## config.mk

```make
export PLATFORM = sky130hd
export DESIGN_NAME = seq_divider_flat
export DESIGN_NICKNAME = d
export VERILOG_FILES = /design/src/rtl/multdiv_pkg.sv /design/src/rtl/seq_divider_if.sv /design/src/rtl/seq_divider_div_step.sv /design/src/rtl/seq_divider.sv /design/src/flat_wrapper.sv
export SDC_FILE = /design/constraint.sdc
export NUM_CORES = 1
export LEC_CHECK = 0
export ABC_AREA = 1
export CAP_MARGIN = 40
export CORE_MARGIN = 10
export CORE_UTILIZATION = 44
export CTS_BUF_LIST = sky130_fd_sc_hd__clkbuf_16
export CTS_CLUSTER_SIZE = 28
export DETAILED_ROUTE_END_ITERATION = 16
export GPL_TIMING_DRIVEN = 0
export PLACE_DENSITY = 0.68
export SETUP_SLACK_MARGIN = 0.4
export SYNTH_ARGS = -nofsm -noshare
export SYNTH_HDL_FRONTEND = slang
export SYNTH_SLANG_ARGS = --single-unit
```

## constraint.sdc

```tcl
create_clock -name clk -period 2.8 [get_ports clk]
set_clock_uncertainty 0.1 [all_clocks]
set_input_delay 0.28 -clock clk [delete_from_list [all_inputs] [get_ports clk]]
set_output_delay 0.28 -clock clk [all_outputs]
set_load 0.1 [all_outputs]
```

## src/rtl/multdiv_pkg.sv

```systemverilog
// Shared constants for the sequential multiplier/divider pair.
package multdiv_pkg;
  localparam int unsigned N_DEF  = 3;
  localparam int unsigned W2_DEF = 2 * N_DEF;

  // State encodings shared with the multiplier rewrite
  localparam logic [1:0] S_IDLE   = 2'b00;
  localparam logic [1:0] S_RUN    = 2'b01;
  localparam logic [1:0] S_FINISH = 2'b11;
endpackage

```

## src/rtl/seq_divider_if.sv

```systemverilog
// Start/done handshake and operand/result bus for the sequential divider.
interface seq_divider_if
  import multdiv_pkg::*;
#(
  parameter int unsigned N = N_DEF
) ();
  logic             start;
  logic [2*N-1:0]   dividend;
  logic [N-1:0]     divisor;
  logic             busy;
  logic             done;
  logic             div_by_zero;
  logic [2*N-1:0]   quotient;
  logic [N-1:0]     remainder;

  modport master (
    output start, dividend, divisor,
    input  busy, done, div_by_zero, quotient, remainder
  );

  modport slave (
    input  start, dividend, divisor,
    output busy, done, div_by_zero, quotient, remainder
  );
endinterface

```

## src/rtl/seq_divider_div_step.sv

```systemverilog
// One combinational restoring-division iteration.
module div_step
  import multdiv_pkg::*;
#(
  parameter int unsigned N = N_DEF
) (
  input  logic [N:0]   i_r,
  input  logic         i_q_msb,
  input  logic [N-1:0] i_d,
  output logic [N:0]   o_r_next_c,
  output logic         o_q_bit_c
);
  logic [N:0] w_t;
  logic       w_ge;

  // Shift in the next dividend bit and subtract the divisor when it fits.
  // A set i_r[N] would mean the partial remainder already exceeds D, so it
  // forces the subtract; with R < D maintained it is always 0.
  always_comb begin
    w_t        = {i_r[N-1:0], i_q_msb};
    w_ge       = i_r[N] | (w_t >= {1'b0, i_d});
    o_r_next_c = w_ge ? (w_t - {1'b0, i_d}) : w_t;
    o_q_bit_c  = w_ge;
  end
endmodule

```

## src/rtl/seq_divider.sv

```systemverilog
// Sequential restoring divider: 2N-bit dividend / N-bit divisor, one
// quotient bit per clock, start/done handshake.
module seq_divider
  import multdiv_pkg::*;
#(
  parameter int unsigned N = N_DEF
) (
  input  logic         clk,
  input  logic         rst_n,
  seq_divider_if.slave bus
);
  localparam int unsigned W2 = 2 * N;
  localparam int unsigned CW = $clog2(W2) + 1;

  logic [1:0]    r_state, w_nx_state;
  logic [W2-1:0] r_q, w_nx_q;
  logic [N:0]    r_r, w_nx_r;
  logic [N-1:0]  r_d, w_nx_d;
  logic [CW-1:0] r_cnt, w_nx_cnt;
  logic          r_busy, w_nx_busy;
  logic          r_done, w_nx_done;
  logic          r_dbz, w_nx_dbz;
  logic [W2-1:0] r_quot, w_nx_quot;
  logic [N-1:0]  r_rem, w_nx_rem;

  logic [N:0]    w_r_step;
  logic          w_q_bit;
  logic [W2-1:0] w_q_shift;

  div_step #(.N(N)) u_step (
    .i_r        (r_r),
    .i_q_msb    (r_q[W2-1]),
    .i_d        (r_d),
    .o_r_next_c (w_r_step),
    .o_q_bit_c  (w_q_bit)
  );

  assign w_q_shift = {r_q[W2-2:0], w_q_bit};

  // State and datapath registers
  always_ff @(posedge clk or negedge rst_n) begin
    if (!rst_n) begin
      r_state <= S_IDLE;
      r_q     <= '0;
      r_r     <= '0;
      r_d     <= '0;
      r_cnt   <= '0;
      r_busy  <= 1'b0;
      r_done  <= 1'b0;
      r_dbz   <= 1'b0;
      r_quot  <= '0;
      r_rem   <= '0;
    end else begin
      r_state <= w_nx_state;
      r_q     <= w_nx_q;
      r_r     <= w_nx_r;
      r_d     <= w_nx_d;
      r_cnt   <= w_nx_cnt;
      r_busy  <= w_nx_busy;
      r_done  <= w_nx_done;
      r_dbz   <= w_nx_dbz;
      r_quot  <= w_nx_quot;
      r_rem   <= w_nx_rem;
    end
  end

  // Next-state and next-datapath logic; every register holds by default
  always_comb begin
    w_nx_state = r_state;
    w_nx_q     = r_q;
    w_nx_r     = r_r;
    w_nx_d     = r_d;
    w_nx_cnt   = r_cnt;
    w_nx_busy  = r_busy;
    w_nx_done  = r_done;
    w_nx_dbz   = r_dbz;
    w_nx_quot  = r_quot;
    w_nx_rem   = r_rem;

    case (r_state)
      S_IDLE: begin
        if (bus.start) begin
          w_nx_d     = bus.divisor;
          w_nx_q     = bus.dividend;
          w_nx_r     = '0;
          w_nx_cnt   = '0;
          w_nx_done  = 1'b0;
          w_nx_dbz   = 1'b0;
          w_nx_busy  = 1'b1;
          w_nx_state = (bus.divisor == '0) ? S_FINISH : S_RUN;
        end
      end
      S_RUN: begin
        w_nx_q   = w_q_shift;
        w_nx_r   = w_r_step;
        w_nx_cnt = r_cnt + CW'(1);
        if (r_cnt == CW'(W2 - 1)) begin
          w_nx_quot  = w_q_shift;
          w_nx_rem   = w_r_step[N-1:0];
          w_nx_done  = 1'b1;
          w_nx_busy  = 1'b0;
          w_nx_state = S_IDLE;
        end
      end
      S_FINISH: begin
        w_nx_quot  = '1;
        w_nx_rem   = '0;
        w_nx_dbz   = 1'b1;
        w_nx_done  = 1'b1;
        w_nx_busy  = 1'b0;
        w_nx_state = S_IDLE;
      end
      default: w_nx_state = S_IDLE;
    endcase
  end

  assign bus.busy        = r_busy;
  assign bus.done        = r_done;
  assign bus.div_by_zero = r_dbz;
  assign bus.quotient    = r_quot;
  assign bus.remainder   = r_rem;
endmodule

```

## src/flat_wrapper.sv

```systemverilog
// flat-port wrapper written by rule: the top's interface ports become plain ports
module seq_divider_flat import multdiv_pkg::*;
#(
  parameter int unsigned N = N_DEF
)
  (clk, rst_n, bus_start, bus_dividend, bus_divisor, bus_busy, bus_done, bus_div_by_zero, bus_quotient, bus_remainder);
  seq_divider_if #(.N(N)) bus_i ();
  input  logic clk;
  input  logic rst_n;
  input wire logic [$bits(bus_i.start)-1:0] bus_start;
  input wire logic [$bits(bus_i.dividend)-1:0] bus_dividend;
  input wire logic [$bits(bus_i.divisor)-1:0] bus_divisor;
  output wire logic [$bits(bus_i.busy)-1:0] bus_busy;
  output wire logic [$bits(bus_i.done)-1:0] bus_done;
  output wire logic [$bits(bus_i.div_by_zero)-1:0] bus_div_by_zero;
  output wire logic [$bits(bus_i.quotient)-1:0] bus_quotient;
  output wire logic [$bits(bus_i.remainder)-1:0] bus_remainder;
  assign bus_i.start = bus_start;
  assign bus_i.dividend = bus_dividend;
  assign bus_i.divisor = bus_divisor;
  assign bus_busy = bus_i.busy;
  assign bus_done = bus_i.done;
  assign bus_div_by_zero = bus_i.div_by_zero;
  assign bus_quotient = bus_i.quotient;
  assign bus_remainder = bus_i.remainder;
  seq_divider #(.N(N)) u_core (.clk(clk), .rst_n(rst_n), .bus(bus_i));
endmodule
```

* After elaboration in Yosys (flattened, before gate mapping) *
Cells that the tools add are included.

cells by class
  mux-type cells = 21
  shift-type cells = 0
  eq/ne operators = 5
  reduce and logical (&&, ||, !) cells = 12
  add/subtract/negate cells = 2
  bitwise gates (word level) = 1
  magnitude comparators = 1
  divide/modulo/power cells = 0
  $mul = 0

operators with widths
  cell                   number
  $pmux W6 S2            2
  $pmux W4 S2            2
  $mux W6                2
  $reduce_and A2 Y1      5
  $mux W4                2
  $mux W2                3
  $pmux W1 S3            2
  $pmux W3 S2            1
  $reduce_bool A2 Y1     3
  $add A4 B1 Y4 const B  1
  $eq A4 B3 Y1 const B   1
  $ge A4 B3 Y1           1
  $mux W1                4
  $pmux W2 S2            1
  $sub A4 B3 Y4          1
  $logic_not A3 Y1       1
  $mux W3                1
  $reduce_and A3 Y1      1
  $reduce_bool A3 Y1     1
  $eq A2 B1 Y1 const B   1
  $eq A2 B2 Y1 const B   1
  $logic_not A2 Y1       1
  $ne A2 B1 Y1 const B   1
  $ne A2 B2 Y1 const B   1
  2 further kinds        2

storage, ports and cells
  memories kept = 0
  logic and storage cells = 52
  register bits after elaboration = 31
  ROM bits = 0
  RAM bits = 0
  latch bits = 0
  bits of input ports = 12

* Logic depth before layout (Yosys ltp) *
Gate-level depths: netlist (run 1).

  depth in word-level cells = 5
  gate-level depth with buffers = 10

* Cells and area by module *
Synthesis (run 1) repeated with hierarchy kept, for this count alone.

second synthesis, totals
  cell total of the unflattened synthesis = 194
  area total of the unflattened synthesis = 1,624.1 sq um

by module, submodules not included
  module       cells an instance  instances  seq. area each (sq um)  area each (sq um)
  seq_divider  160                1          775.7                   1,412.6
  div_step     34                 1          0.0                     211.5

* Worst setup path before layout (run 1) *
Ideal clock, no wire load.

  path type = register to register
  start = reg u_core.r_q[5]
  end = reg u_core.r_rem[0] (netlist: u_core.bus.remainder[0])
  slack = 1.073 ns
  path buffers = 0
  clock period less this slack = 1.727 ns
  cell stages (with the launch flop) = 11
  arrival = 1.507 ns
  required time = 2.580 ns
  cell sequence = dfrtp_1 -> inv_1 -> ha_1 -> inv_1 -> fa_1 -> nand2_1 -> nand2_1 -> nor2_1 -> nand3_1 -> nand3_1 -> nand2_1

on the way
  word-level cells in the longest chain between the ends = 5

ends and longest elaborated chain
  item                    line                        RTL
  from (decl)             seq_divider.sv:16           logic [W2-1:0] r_q, w_nx_q;
  from (signal assigned)  seq_divider.sv:55           r_q <= w_nx_q;
  $ge A4 B3 Y1            seq_divider_div_step.sv:21  w_ge = i_r[N] | (w_t >= {1'b0, i_d});
  $or A1 B1 Y1            seq_divider_div_step.sv:21
  $mux W4 (*)             seq_divider_div_step.sv:22  o_r_next_c = w_ge ? (w_t - {1'b0, i_d}) : w_t;
  $mux W3 (*)             seq_divider.sv:97           if (r_cnt == CW'(W2 - 1)) begin
  $pmux W3 S2 (*)         seq_divider.sv:80           case (r_state)
  to (signal assigned)    seq_divider.sv:63           r_rem <= w_nx_rem;
  to (decl)               seq_divider.sv:24           logic [N-1:0] r_rem, w_nx_rem;

Every way passes the cells marked *; elsewhere a longest branch is shown, timed or not. The select of a mux whose other input is x is not followed.
A chain may end at the register's enable or synchronous reset.

* Worst setup path after layout (run 1) *
  start = reg u_core.r_q[5]
  end = reg u_core.r_r[2]

on the way
  word-level cells in the longest chain between the ends = 4

ends and longest elaborated chain
  item                  line                        RTL
  $ge A4 B3 Y1          seq_divider_div_step.sv:21
  $or A1 B1 Y1          seq_divider_div_step.sv:21
  $mux W4 (*)           seq_divider_div_step.sv:22
  $pmux W4 S2 (*)       seq_divider.sv:80
  to (signal assigned)  seq_divider.sv:56           r_r <= w_nx_r;
  to (decl)             seq_divider.sv:17           logic [N:0] r_r, w_nx_r;

Every way passes the cells marked *; elsewhere a longest branch is shown, timed or not.

==> key figures, run 1 <==
Place
  • Routability cong.: around 0.88
  • IO Port Bufs: 23
  • Dpl ws: 0.839 ns
  • HPWL after DPL: ~2500 um

Critical path
  • WP data arrival: approximately 2.1 ns
  • Reg-to-reg critical path startpoint: u_core.r_q[5]$_DFFE_PN0P_
  • Crit-path slowest cell: fa_1
  • CP top delay family: simple AND/OR/NAND/NOR gates
  • Reg2reg setup slack: ~0.84 ns
  • CP required: 2.91 ns
  • Critical path peak fanout: 5
  • Setup crit end kind: flip-flop
  • Worst r2r path cells: 9
  • Worst-path cell chain: inv_1 > ha_1 > inv_1 > fa_1 > nand2_1 > nand4_1 > nand2_1 > nand3_1 > nand2_1
  • Critical Path Start Type: flip-flop
  • CP peak stage delay: 0.40 ns
  • CP dominant cell by count: nand2_1
  • CP Class: reg2reg
  • Worst Path Buf+Inv: 2
  • RR Endpoint: u_core.r_r[2]$_DFFE_PN0P_

Drt
  • Routed length per instance: ~13 um
  • DR DRC count: 0
  • Vias/cell: roughly 5.0
  • Final wirelength: about 3200 um
  • 1st-iter DRT viols: 46
  • Via count: approximately 1,300
  • Post-route ant nets: 0
  • Pre-Repair DR Iteration Count: 4

Synth
  • Leading area contributor after synthesis: dfrtp_1
  • Yosys warns: 0
  • Top cells by count, synth: 45 x nand2_1, 31 x dfrtp_1, 23 x inv_1
  • Count leader, synth: nand2_1
  • Register area share after synthesis: between 50% and 60%
  • #FFs+latches synth: 31
  • Top_reg_cell synth: dfrtp_1
  • Cells after Synth: between 150 and 200
  • Syn_nets: about 190
  • Post-synth EDFFs: 0
  • Syn avg cell area: 8.65 um^2
  • Ranking of synthesized cells by area: dfrtp_1 53%, nand2_1 12%, inv_1 5.9%
  • Synth async-reset ratio: 100%
  • Synth cell types: 22
  • Synth top area share: 53.1%
  • Synth Cell Area: 1460 um^2

Die
  • I/O pin count: 24
  • Starting Density: a little under half
  • # rows: 20
  • Die Wd: between 70 and 80 um
  • Die Footprint: between 6000 and 7000 um^2
  • Die Y: approximately 78 um
  • CORE AREA: 3130 um^2

Timing
  • Setup WS post-layout: ~0.84 ns
  • RSZ-0062 raised after global routing: false
  • Max frequency: between 500 and 600 MHz
  • Max Slew Vio Count: 0
  • Fin crit period: ~2 ns
  • Final period utilization: a little over two thirds
  • Slew @ Worst Pin: ~0.63 ns
  • Final setup viols: 0
  • Final hold vios: 0
  • Setup tns final: 0 ns
  • Slew headroom: between 50% and 60%
  • Final hold slack: approximately 0.31 ns

Clock tree
  • Max clock buf depth: 2
  • Clk root buf: clkbuf_16
  • CTS tree: done
  • Post-CTS sizing: 0
  • CTS Hold Bufs: 0
  • H-tree Lvls: 2
  • Number of setup buffers added after CTS: 0
  • Clk pin slew, worst setup/hold paths: 0.05 ns
  • # clock sinks: 31
  • TritonCTS Buffers: 5
  • Clock latency on the worst-skew pair: ~0.27 ns

Cells and area
  • Ratio of cells with drive above 1 in the final layout: 13.3%
  • Diode count: 0
  • Sequential Area: about 780 um^2
  • P&R area growth vs syn: 41.7%
  • Multi-input logic area: a little under 600 um^2
  • Post-layout nets: 230
  • Fill cell count: approximately 250

Global route
  • Vias in the first global route: 1,309
  • Initial antenna violation count: 0
  • Grt total ovfl: 0
  • Gr usage total: around 12%
  • First-pass GRT wire length: slightly below 6000 um
  • Largest net degree at the start of global routing: 20

Status
  • Status: completed

Hold path
  • Hold crit path type: in2async

Run
  • # Max-Cap Violations: 0
[per-layer routing]
| layer | GRT usage [%] | vias up | wire [um] |
|---|---|---|---|
| met5 | 0 | - | 0 |
| met4 | 7.85 | 0 | 66 |
| met3 | 4.49 | 9 | 273 |
| met2 | 17.8 | 44 | 1450 |
| met1 | 14.3 | 587 | 1430 |
| li1 | - | 626 | - |
[worst max-delay path by stage]
stage	start	end	cells past startpoint
6_report	u_core.r_q[5]$_DFFE_PN0P_	u_core.r_r[2]$_DFFE_PN0P_	9
5_1_grt	u_core.r_q[5]$_DFFE_PN0P_	u_core.bus.remainder[2]$_DFFE_PN0P_	9
4_1_cts	u_core.r_q[5]$_DFFE_PN0P_	u_core.r_r[2]$_DFFE_PN0P_	9
3_5_place_dp	u_core.r_q[5]$_DFFE_PN0P_	u_core.r_r[2]$_DFFE_PN0P_	9
3_3_place_gp	rst_n	u_core.r_r[3]$_DFFE_PN0P_	1
2_1_floorplan	u_core.r_q[5]$_DFFE_PN0P_	u_core.bus.remainder[0]$_DFFE_PN0P_	10
[sequential cells by signal (all words and copies together) (netlist names)]
signal and flops:
u_core.bus.done 1, u_core.r_state 2, u_core.r_q 6, u_core.bus.remainder 3, u_core.bus.div_by_zero 1, u_core.r_r 4, u_core.r_d 3, u_core.bus.busy 1
u_core.r_cnt 4, u_core.bus.quotient 6
[through the flow]
stage          cells  area (um^2)  util [%]
6_report         255         2070      66.2
5_1_grt          255         2070      66.2
4_1_cts          255         2070      66.2
3_5_place_dp     249         1940      62.1
3_3_place_gp     236         1750      55.8
2_1_floorplan    169         1460         -
[worst reg2reg max path, stage by stage (launching register included)]
cell and delay [ns]:
dfrtp_1 0.35, inv_1 0.09, ha_1 0.17, inv_1 0.08, fa_1 0.40, nand2_1 0.13
nand4_1 0.25, nand2_1 0.16, nand3_1 0.10, nand2_1 0.08
[cell type report]
cell class / count / share of cell area (%)
multi-input combinational: 111 / 27.9
timing repair buffer: 36 / 20.5
clock inverter: 1 / 0.181
inverter: 26 / 4.83
tap: 44 / 2.66
clock buffer: 5 / 6.04
sequential: 31 / 37.5
buffer: 1 / 0.363
[cell usage in the layout, fill, tap and decap left out]
cell and instances:
nand2_2 2, dfrtp_1 31, fa_1 1, o22ai_1 6, o21ai_1 1, a21oi_1 14, nand2_4 1, buf_8 13
clkbuf_16 5, xnor2_1 1, clkdlybuf4s50_1 23, nand3_1 14, inv_2 2, nor4_1 1, nand4_1 1, nor2_1 10
buf_4 1, ha_1 5, nor2_4 2, inv_1 24, o21ai_0 5, nor2_2 1, o211ai_1 1, nand2_1 45
inv_4 1
[kinds of logic after synthesis]
logic type      synth area share [%]
fa+ha+maj                       5.65
xor+xnor                       0.599
buf+inv                         7.36
simple gates                    23.4
compound gates                  9.93
flops                           53.1
Power of run 1 is not shown: default switching activity piles up to over one toggle a cycle in this logic, so the estimate is an artifact.
==> inputs of run 2 (changes only) <==
- PLACE_DENSITY: 0.68 -> 0.7
- clock period: 2.8 -> 1.6 ns (I/O delays scaled with it)
==> key figures, run 2 (synthesis results as in run 1) <==
Timing
  • Final hold vios: 0
  • Max frequency: 536 MHz
  • Max Slew Vio Count: 0
  • Setup WS post-layout: -0.264 ns
  • Slew @ Worst Pin: between 0.6 and 0.7 ns
  • Fin crit period: 1.86 ns
  • RSZ-0062 raised after global routing: true
  • Final setup viols: 9
  • Slew headroom: 59.2%
  • Final period utilization: 117%

Clock tree
  • Clock latency on the worst-skew pair: around 0.28 ns
  • Clk root buf: clkbuf_16
  • CTS tree: done
  • TritonCTS Buffers: 5
  • # clock sinks: 31
  • Max clock buf depth: 2
  • H-tree Lvls: 2
  • Clk pin slew, worst setup/hold paths: about 0.050 ns
  • CTS Hold Bufs: 0

Status
  • Status: complete, but fails checks
  • Failing checks: setup timing

Die
  • Die Footprint: about 6000 um^2
  • I/O pin count: 24
  • Starting Density: 46.7%
  • Die Wd: between 70 and 80 um
  • Die Y: 77.6 um
  • CORE AREA: roughly 3100 um^2
  • # rows: 20

Cells and area
  • Post-layout nets: roughly 270
  • Fill cell count: roughly 120
  • Diode count: 0
  • P&R area growth vs syn: 91.4%
  • Most common cell after layout, fill and taps aside: nand2_1
  • Final core utilization: between 80 and 90%
  • Ratio of cells with drive above 1 in the final layout: between 50% and 60%
  • Commonest non-fill, non-tap cells in the layout: 34 x nand2_1, 23 x buf_4, 21 x buf_6, 21 x dfrtp_1, 18 x inv_1

Drt
  • Final wirelength: between 6000 and 7000 um
  • Routed length per instance: ~21 um
  • Post-route ant nets: 0
  • 1st-iter DRT viols: 235
  • Vias/cell: 5.65
  • Pre-Repair DR Iteration Count: 4
  • Via count: ~1,700
  • DR DRC count: 0

Global route
  • Vias in the first global route: around 1,600
  • Largest net degree at the start of global routing: 21
  • First-pass GRT wire length: 7630 um
  • Gr usage total: ~15%
  • Grt total ovfl: 0
  • Initial antenna violation count: 0

Critical path
  • Critical Path Start Type: flip-flop
  • CP required: between 1.5 and 2 ns
  • WP data arrival: 1.92 ns
  • CP Class: reg2reg
  • Critical path peak fanout: 3
  • Setup crit end kind: flip-flop

Place
  • HPWL after DPL: ~2700 um
  • Dpl ws: -0.193 ns
  • Routability cong.: 0.795
  • IO Port Bufs: 23

Hold path
  • Hold crit path type: in2async

Run
  • # Max-Cap Violations: 0
run 2: cell count changes in the layout (fill, tap and decap cells not counted), sizes merged:
cell,previous run,this run
buf,14,62
clkdlybuf4s50,23,11
clkinv,0,2
run 2: layer usage:
layer | vias up | GRT usage (%) | part of all wire (%)
li1 | 701 | - | -
met1 | 827 | 16.7 | 38
met2 | 105 | 27.3 | 52
met3 | 23 | 3.69 | 7.1
met4 | 0 | 7.66 | 3.1
met5 | - | 0 | 0
run 2: what timing repair did:
item                       in CTS  in global routing
resized for setup             104                 55
pin swaps                      13                 23
setup buffers                  22                 13
gates cloned                    1                  0
setup endpoints to repair      39                 41
run 2: final timing paths:
check	slack [ns]	end	cells past startpoint	startpoint
max	-0.26	u_core.r_r[1]$_DFFE_PN0P_	10	u_core.r_q[5]$_DFFE_PN0P_
max reg2reg	-0.26	u_core.r_r[1]$_DFFE_PN0P_	10	u_core.r_q[5]$_DFFE_PN0P_
min	0.16	u_core.r_cnt[2]$_DFFE_PN0P_	1	rst_n
min in group clk	0.40	u_core.bus.remainder[0]$_DFFE_PN0P_	2	u_core.bus.remainder[0]$_DFFE_PN0P_
max in group asynchronous	0.65	u_core.bus.quotient[5]$_DFFE_PN0P_	2	rst_n
min reg2reg	0.40	u_core.bus.remainder[0]$_DFFE_PN0P_	2	u_core.bus.remainder[0]$_DFFE_PN0P_
run 2: metrics by stage:
stage          hold slack, ns   TNS, ns  cell area, um^2  cells
3_3_place_gp            0.360    -10.84             1800    236
4_1_cts                 0.174     -1.23             2490    280
3_5_place_dp            0.366     -1.36             1990    249
6_report                0.165     -1.88             2800    293
5_1_grt                 0.208     -2.44             2800    293
2_1_floorplan          -0.236  -0.00970             1510    169
run 2: final cells by class:
cell class / count / area, um^2 / share of cell area [%]
multi-input combinational: 111 / 892 / 31.9
timing repair buffer: 72 / 795 / 28.4
sequential: 31 / 788 / 28.2
clock buffer: 5 / 125 / 4.47
inverter: 26 / 115 / 4.11
tap: 44 / 55.1 / 1.97
buffer: 1 / 15.0 / 0.537
clock inverter: 3 / 12.5 / 0.447
run 2: worst max-delay path: stages, from the launching register on:
cell and delay [ns]:
dfrtp_1 0.36, inv_2 0.08, ha_4 0.15, inv_4 0.04
fa_2 0.37, nand2_4 0.10, nand2_2 0.08, nor2_4 0.19
nand3_2 0.11, nand3_2 0.09, nand2_1 0.07
Power of run 2 is left out for the same reason.
==> inputs of run 3 (changes only) <==
- PLACE_DENSITY: 0.7 -> 0.68
- clock period: 1.6 -> 1.8 ns (I/O delays scaled with it)
==> key figures, run 3 (synthesis results as in run 1) <==
Global route
  • Gr usage total: 13.8%
  • GR Util met3: 4.26%
  • Busiest grt layer: met2
  • Grt met2 use: approximately 22%
  • Met1 usage in global routing: 15.8%
  • Grt total ovfl: 0
  • Vias in the first global route: approximately 1,500
  • Initial antenna violation count: 0
  • Largest net degree at the start of global routing: 18
  • First-pass GRT wire length: 6790 um

Timing
  • Max Slew Vio Count: 0
  • Fin crit period: between 1.5 and 2 ns
  • Final hold vios: 0
  • Slew headroom: 54.2%
  • Final setup viols: 1
  • Max frequency: ~550 MHz
  • RSZ-0062 raised after global routing: true
  • Setup WS post-layout: -0.00943 ns
  • Final period utilization: 101%
  • Slew @ Worst Pin: 0.685 ns

Critical path
  • Critical path peak fanout: 3
  • WP data arrival: roughly 1.9 ns
  • Setup crit end kind: flip-flop
  • CP Class: reg2reg
  • CP required: between 1.5 and 2 ns
  • Critical Path Start Type: flip-flop

Drt
  • Post-route ant nets: 0
  • Pre-Repair DR Iteration Count: 4
  • 1st-iter DRT viols: 65
  • Vias/cell: 5.05
  • Final wirelength: 4010 um
  • DR DRC count: 0
  • Routed length per instance: ~15 um
  • Via count: roughly 1,300

Die
  • Die Footprint: approximately 6000 um^2
  • Die Y: slightly below 80 um
  • Starting Density: roughly 47%
  • Die Wd: around 78 um
  • CORE AREA: about 3100 um^2
  • I/O pin count: 24
  • # rows: 20

Place
  • IO Port Bufs: 23
  • Routability cong.: between 0.8 and 0.9
  • HPWL after DPL: 2790 um
  • Placed cell count: approximately 250

Clock tree
  • Max clock buf depth: 2
  • H-tree Lvls: 2
  • TritonCTS Buffers: 5
  • Clk root buf: clkbuf_16
  • CTS tree: done
  • # clock sinks: 31
  • Clk pin slew, worst setup/hold paths: around 0.05 ns
  • Clock latency on the worst-skew pair: 0.27 ns
  • CTS Hold Bufs: 0

Cells and area
  • Diode count: 0
  • Sequential Area: a little under 800 um^2
  • Multi-input logic area: ~640 um^2
  • Fill cell count: ~230
  • Fin cells: around 270
  • Commonest non-fill, non-tap cells in the layout: 43 x nand2_1, 31 x dfrtp_1, 21 x inv_1
  • Ratio of cells with drive above 1 in the final layout: 23.0%
  • Most common cell after layout, fill and taps aside: nand2_1
  • Post-layout nets: 240
  • P&R area growth vs syn: 56.1%

Status
  • Status: complete, but fails checks
  • Failing checks: setup timing

Hold path
  • Hold crit path type: in2async

Run
  • # Max-Cap Violations: 0
## run 3: worst paths after layout
path,from,to,slack [ns],cells after the start
min,rst_n,u_core.r_state[0]$_DFFE_PN0P_,0.23,1
max in group asynchronous,rst_n,u_core.bus.quotient[3]$_DFFE_PN0P_,0.82,2
max reg2reg,u_core.r_q[5]$_DFFE_PN0P_,u_core.bus.remainder[2]$_DFFE_PN0P_,-0.009,10
min reg2reg,u_core.bus.quotient[0]$_DFFE_PN0P_,u_core.bus.quotient[0]$_DFFE_PN0P_,0.36,2
min in group clk,u_core.bus.quotient[0]$_DFFE_PN0P_,u_core.bus.quotient[0]$_DFFE_PN0P_,0.36,2
max,u_core.r_q[5]$_DFFE_PN0P_,u_core.bus.remainder[2]$_DFFE_PN0P_,-0.009,10
## run 3: what timing repair did
action                                  4_1_cts  5_1_grt
pin swaps                                    11        4
endpoints found under the setup margin       27       31
resized for setup                            30       16
buffers inserted                              9        1
## run 3: per-layer routing
layer	wire length (um)	vias to the layer above	share of wire [%]
met3	241	6	6.0
met2	2030	36	51
met5	0	-	0
met1	1650	654	41
met4	81	0	2.0
li1	-	646	-
## run 3: layout make-up
class                           count  area share, %
Timing Repair Buffer               46           24.6
Inverter                           26           4.72
Clock buffer                        5           5.49
Tap cell                           44           2.41
Clock inverter                      2          0.384
Sequential cell                    31           34.0
Buffer                              1          0.329
Multi-Input combinational cell    111           28.1
## run 3: per-stage QoR
| step | utilization (%) | TNS [ns] | area (um^2) | hold slack [ns] | setup WS (ns) |
|---|---|---|---|---|---|
| finish | 72.9 | -0.00943 | 2280 | 0.233 | -0.00943 |
| CTS | 71.2 | 0 | 2230 | 0.244 | 0.0394 |
| floorplan | - | 0 | 1480 | -0.216 | 0.194 |
| global route | 72.9 | -0.671 | 2280 | 0.298 | -0.112 |
| detailed placement | 62.7 | 0 | 1960 | 0.358 | 0.0206 |
| global placement | 56.5 | -1.85 | 1770 | 0.354 | -0.0613 |
## run 3: critical path, cell delays in order, from the launching register on
cell and delay (ns):
dfrtp_1 0.37, inv_2 0.08, ha_4 0.14, inv_4 0.03, fa_2 0.34, nand2_2 0.09
nand2_1 0.09, nor2_4 0.16, nand3_1 0.12, nand3_2 0.11, nand2_1 0.06
Power of run 3 is left out for the same reason.
